**config.mk**
```make
export PLATFORM = sky130hd
export DESIGN_NAME = lab3_serial_cla_adder
export DESIGN_NICKNAME = d
export VERILOG_FILES = /design/src/rtl/lab3_serial_cla_adder_pkg.sv /design/src/rtl/lab3_cla4_add.sv /design/src/rtl/lab3_serial_cla_adder.sv
export SDC_FILE = /design/constraint.sdc
export NUM_CORES = 1
export LEC_CHECK = 0
export BUFFER_PORTS_ARGS = -buffer_cell sky130_fd_sc_hd__clkbuf_2
export CELL_PAD_IN_SITES_DETAIL_PLACEMENT = 0
export CELL_PAD_IN_SITES_GLOBAL_PLACEMENT = 1
export CORE_ASPECT_RATIO = 0.7
export CORE_MARGIN = 2
export CORE_UTILIZATION = 35
export DETAILED_ROUTE_END_ITERATION = 7
export GPL_TIMING_DRIVEN = 0
export HOLD_SLACK_MARGIN = 0.02
export PLACE_DENSITY_LB_ADDON = 0.1
export SYNTH_ARGS = -nofsm -noshare
export SYNTH_HDL_FRONTEND = slang
export SYNTH_HIERARCHICAL = 1
export SYNTH_SLANG_ARGS = --single-unit
```
**constraint.sdc**
```tcl
create_clock -name clk -period 5.22 [get_ports clk]
set_input_delay 0.522 -clock clk [delete_from_list [all_inputs] [get_ports clk]]
set_output_delay 0.522 -clock clk [all_outputs]
set_load 0.05 [all_outputs]
```
**src/rtl/lab3_serial_cla_adder_pkg.sv**
```systemverilog
// Shared types and constants for the nibble-serial carry-lookahead adder.
// The index width helper never returns 0 so single-nibble builds still get a counter bit.
package lab3_serial_cla_adder_pkg;

  localparam int NIB_W = 4;

  typedef enum logic [1:0] {
    IDLE = 2'd0,
    RUN  = 2'd1,
    DONE = 2'd2
  } state_t;

  function automatic int idx_w(input int n_nib);
    return (n_nib > 1) ? $clog2(n_nib) : 1;
  endfunction

endpackage

```
**src/rtl/lab3_cla4_add.sv**
```systemverilog
// Combinational 4-bit carry-lookahead adder; C3 is the carry into the top bit,
// exported so the caller can form signed overflow.
module lab3_cla4_add
  import lab3_serial_cla_adder_pkg::*;
(
  input  logic [NIB_W-1:0] X,
  input  logic [NIB_W-1:0] Y,
  input  logic             Cin,
  output logic [NIB_W-1:0] Sum,
  output logic             Cout,
  output logic             C3
);

  logic [NIB_W-1:0] w_p;
  logic [NIB_W-1:0] w_g;
  logic [NIB_W:0]   w_c;

  assign w_p = X ^ Y;
  assign w_g = X & Y;

  // Every carry is expanded from G/P and Cin directly, no ripple between stages.
  assign w_c[0] = Cin;
  assign w_c[1] = w_g[0] | (w_p[0] & Cin);
  assign w_c[2] = w_g[1] | (w_p[1] & w_g[0]) | (w_p[1] & w_p[0] & Cin);
  assign w_c[3] = w_g[2] | (w_p[2] & w_g[1]) | (w_p[2] & w_p[1] & w_g[0])
                | (w_p[2] & w_p[1] & w_p[0] & Cin);
  assign w_c[4] = w_g[3] | (w_p[3] & w_g[2]) | (w_p[3] & w_p[2] & w_g[1])
                | (w_p[3] & w_p[2] & w_p[1] & w_g[0])
                | (w_p[3] & w_p[2] & w_p[1] & w_p[0] & Cin);

  assign Sum  = w_p ^ w_c[NIB_W-1:0];
  assign Cout = w_c[NIB_W];
  assign C3   = w_c[NIB_W-1];

endmodule

```
**src/rtl/lab3_serial_cla_adder.sv**
```systemverilog
// Serial adder: one nibble per cycle through a single 4-bit CLA, LSB nibble first.
// Handshake: start is taken in IDLE or DONE; busy marks RUN cycles; done pulses one cycle with results final.
module lab3_serial_cla_adder
  import lab3_serial_cla_adder_pkg::*;
#(
  parameter int N_NIB = 4
) (
  input  logic               clk,
  input  logic               rst_n,
  input  logic               start,
  input  logic [4*N_NIB-1:0] X,
  input  logic [4*N_NIB-1:0] Y,
  input  logic               Cin,
  output logic               busy,
  output logic               done,
  output logic [4*N_NIB-1:0] Sum,
  output logic               Cout,
  output logic               Overflow,
  output logic [1:0]         dbg_state
);

  localparam int W  = NIB_W * N_NIB;
  localparam int IW = idx_w(N_NIB);
  localparam logic [IW-1:0] LAST_IDX = IW'(N_NIB - 1);

  state_t         r_state;
  state_t         w_next;
  logic [IW-1:0]  r_idx;
  logic [W-1:0]   r_x;
  logic [W-1:0]   r_y;
  logic [W-1:0]   r_sum;
  logic           r_carry;
  logic           r_cout;
  logic           r_ovf;

  logic [NIB_W-1:0] w_nib_sum;
  logic             w_nib_cout;
  logic             w_nib_c3;
  logic             w_accept;
  logic             w_last;

  assign w_accept = start && ((r_state == IDLE) || (r_state == DONE));
  assign w_last   = (r_idx == LAST_IDX);

  lab3_cla4_add u_cla (
    .X    (r_x[NIB_W-1:0]),
    .Y    (r_y[NIB_W-1:0]),
    .Cin  (r_carry),
    .Sum  (w_nib_sum),
    .Cout (w_nib_cout),
    .C3   (w_nib_c3)
  );

  always_comb begin
    w_next = r_state;
    case (r_state)
      IDLE:    if (start) w_next = RUN;
      RUN:     if (w_last) w_next = DONE;
      DONE:    w_next = start ? RUN : IDLE;
      default: w_next = IDLE;
    endcase
  end

  always_ff @(posedge clk or negedge rst_n) begin
    if (!rst_n) r_state <= IDLE;
    else        r_state <= w_next;
  end

  // Operands shift right so the CLA always sees the current nibble in bits [3:0].
  always_ff @(posedge clk or negedge rst_n) begin
    if (!rst_n) begin
      r_idx   <= '0;
      r_x     <= '0;
      r_y     <= '0;
      r_sum   <= '0;
      r_carry <= 1'b0;
      r_cout  <= 1'b0;
      r_ovf   <= 1'b0;
    end else if (w_accept) begin
      r_x     <= X;
      r_y     <= Y;
      r_carry <= Cin;
      r_idx   <= '0;
    end else if (r_state == RUN) begin
      r_sum[NIB_W*r_idx +: NIB_W] <= w_nib_sum;
      r_x     <= r_x >> NIB_W;
      r_y     <= r_y >> NIB_W;
      r_carry <= w_nib_cout;
      r_idx   <= r_idx + IW'(1);
      if (w_last) begin
        r_cout  <= w_nib_cout;
        r_ovf   <= w_nib_c3 ^ w_nib_cout;
        r_idx   <= '0;
        r_carry <= 1'b0;
      end
    end
  end

  assign busy      = (r_state == RUN);
  assign done      = (r_state == DONE);
  assign Sum       = r_sum;
  assign Cout      = r_cout;
  assign Overflow  = r_ovf;
  assign dbg_state = r_state;

endmodule

```
==> results.yml <==
timing:
  timing.final.crit_period_ps: 2406
  worstMarginPinSlew_ps: 762.5
  period_share_pct: 46.10
  hold-worst-slack_ps: 292.6
  slew_headroom_pct: 49.17
  finalSetupTns_ps: 0
  fmax_ghz: 0.4155
  final_hold_viol_count: 0
  rsz0062_at_grt: "false"
  slew_violations: 0
  setup_viol: 0
  skew_ps: 5.483
pwr:
  p_sw_share_pct: 48.67
  p_per_area_nw_per_um2: 704.5
  internal-power_mw: 1.103
  finalPower_mw: 2.148
  clkPwrFrac_pct: 12.1
  leakagePower_nw: 1.526
  p_seq_share_pct: 34.3
  switchingPower_mw: 1.045
  p_comb_share_pct: 53.6
  power.ir.vdd_worst_mv: 0.2102
final_layout:
  nets: 339
  drive_gt1_share_pct: 29.01
  diodes: 0
  syn_to_final_growth_pct: 20.05
  fill_cells: 700
  layoutNonFillerInstCount: 387
worst_setup_path:
  cp_data_required_time_ps: 4700
  crit_slowest_cell: "dfrtp_1"
  crit_arrival_ps: 1880
  cp_max_fo: 10
  slowest_delay_ps: 450
  crit_path_end_kind: "output port"
  criticalPathCategory: "reg -> out"
  path_cells: "nand2b_2 > inv_2 > clkbuf_1 > clkbuf_2"
  startpoint_type: "register"
yosys:
  avgSynthCellArea_um2: 11.14
  yosysTopAreaCell: "dfrtp_1"
  yosys_warnings: 6
  synth_area_um2: 2540
  yosys-top-cells-area: "dfrtp_1 54%, a22o_1 8.6%, nand2_1 5.0%"
  ys_top_cells_by_count: "55 x dfrtp_1, 34 x nand2_1, 25 x a22o_1"
  synth-seq-area-share_pct: 54.19
  syn_inst: 228
  synth_edf_count: 0
  synthFlopType: "dfrtp_1"
  synthArstFlopShare_pct: 100.0
  synth_top_area_share_pct: 54.19
  syn-num-nets: 275
  synth.most_common_cell: "dfrtp_1"
  ys_types: 35
  ys_ff_latch: 55
detailed_routing:
  vias_per_cell: 5.103
  wl_per_cell_um: 16.82
  drcViolationCount: 0
  ant_nets: 0
  finalWirelength_mm: 6.509
  firstDrtPassIters: 4
  drt-initial-drc-count: 83
  via_count: 1975
global_route:
  grt_util_all_layers_pct: 17.30
  overflow: 0
  antenna_found_initial: 0
  grt_max_degree: 56
  grt_pass1_vias: 1953
  grt_pass1_wl_mm: 10.43
clock_tree:
  cts.clk_slew.worst_paths_ps: 90
  postCtsSetupBuffers: 0
  numCtsBuffers: 5
  h-tree-depth: 2
  post_cts_resized: 0
  cts_tree: "built"
  clock-sinks: 55
  clk_path_buf_depth: 2
  clk_latency_ps: 300
  cts_hold_buf: 0
  root_buffer: "clkbuf_8"
floorplanning:
  rows: 25
  initial_core_util_pct: 36.91
  dieArea_um2: 7966
  fp.dieW_um: 105.8
  coreArea_um2: 6882
  fp.dieH_um: 75.28
  io_pins: 58
placement:
  place_inst: 379
  routabilityCongestion: 0.7732
  port_buffers: 57
  hpwl_mm: 4.685
outcome:
  outcome: "finished, final reports clean"
run:
  maxCapViolations: 0
hold_path:
  hold_class: "in -> async"
-- worst max-delay path: cells and delay by family (launching register included) --
| family | cells | cell delay [ps] |
|---|---|---|
| and+or+nand+nor | 1 | 270 |
| buffers and inverters | 3 | 860 |
| DFF | 1 | 450 |
-- logic make-up after synthesis --
family | synth area share, %
AND/OR/NAND/NOR | 16.70
XOR/XNOR | 1.380
adder cells (fa/ha/maj) | 5.714
multiplexers | 0.4433
buffers and inverters | 3.547
AO/OA/AOI/OAI | 18.03
flip-flops | 54.19
-- through the flow --
stage	util, %	cell area, um^2	setup slack [ps]
2_1_floorplan	-	2540	3087
3_3_place_gp	42.76	2943	3101
3_5_place_dp	42.80	2945	3111
4_1_cts	44.31	3049	2758
5_1_grt	44.31	3049	2693
6_report	44.31	3049	2814
-- path summary, 6_finish.rpt --
kind / startpoint / endpoint / slack, ps / depth (start not counted)
max in group asynchronous: rst_n / Cout / 4420 / 1
worst min register to register: r_y[12] / r_y[12] / 510 / 1
worst min-delay path: rst_n / Sum[3] / 290 / 1
min in group clk: Y[8] / r_y[8] / 430 / 3
worst max register to register: r_idx[0] / Sum[11] / 3260 / 5
worst max-delay path: dbg_state[1] / busy / 2810 / 4
-- routing by layer --
metal  track usage [%]  part of all wire [%]  vias up
met5                 0                     0        -
met4             3.947                  0.58        0
met3             3.290                   5.2        4
met2             23.87                    41       52
met1             27.70                    53      969
li1                  -                     -      950
-- power by group through the flow --
stage / sequential (mW) / clock (mW) / combinational, mW
2_1_floorplan: 0.893 / 0 / 0.671
4_1_cts: 0.738 / 0.270 / 1.16
3_3_place_gp: 0.742 / 0 / 1.16
5_1_grt: 0.755 / 0.290 / 1.27
6_report: 0.736 / 0.261 / 1.15
3_5_place_dp: 0.746 / 0 / 1.16
-- state kept, by name, summed over array words and instances, names as in the netlist --
register   count
Sum           16
Cout           1
Overflow       1
r_y           16
r_idx          2
r_carry        1
r_x           16
dbg_state      2
-- cell usage in the layout, fill, tap and decap left out, types with 2 or more instances in the layout --
master     n
nand3_1   17
xor2_1     2
ha_1      10
nor2b_1    2
nor4b_4    2
buf_1      2
clkbuf_8   7
a21oi_1    4
clkbuf_2  56
nand3b_1   3
nor4b_2    2
inv_1      6
dfrtp_1   55
buf_2      9
nor2_1    12
xnor2_1    2
a22oi_1   16
a22o_1    25
nand2_1   34
a31oi_1    8
-- final cells by class --
type | count | area (um^2) | area share [%]
clock buffer | 7 | 96.34 | 3.160
sequential | 55 | 1376 | 45.14
multi-input combinational | 153 | 1074 | 35.21
tap | 94 | 117.6 | 3.857
inverter | 7 | 26.28 | 0.8617
clock inverter | 1 | 7.507 | 0.2462
buffer | 13 | 63.81 | 2.093
timing repair buffer | 57 | 287.8 | 9.438
Note: power is estimated with default switching activity, not from simulation.
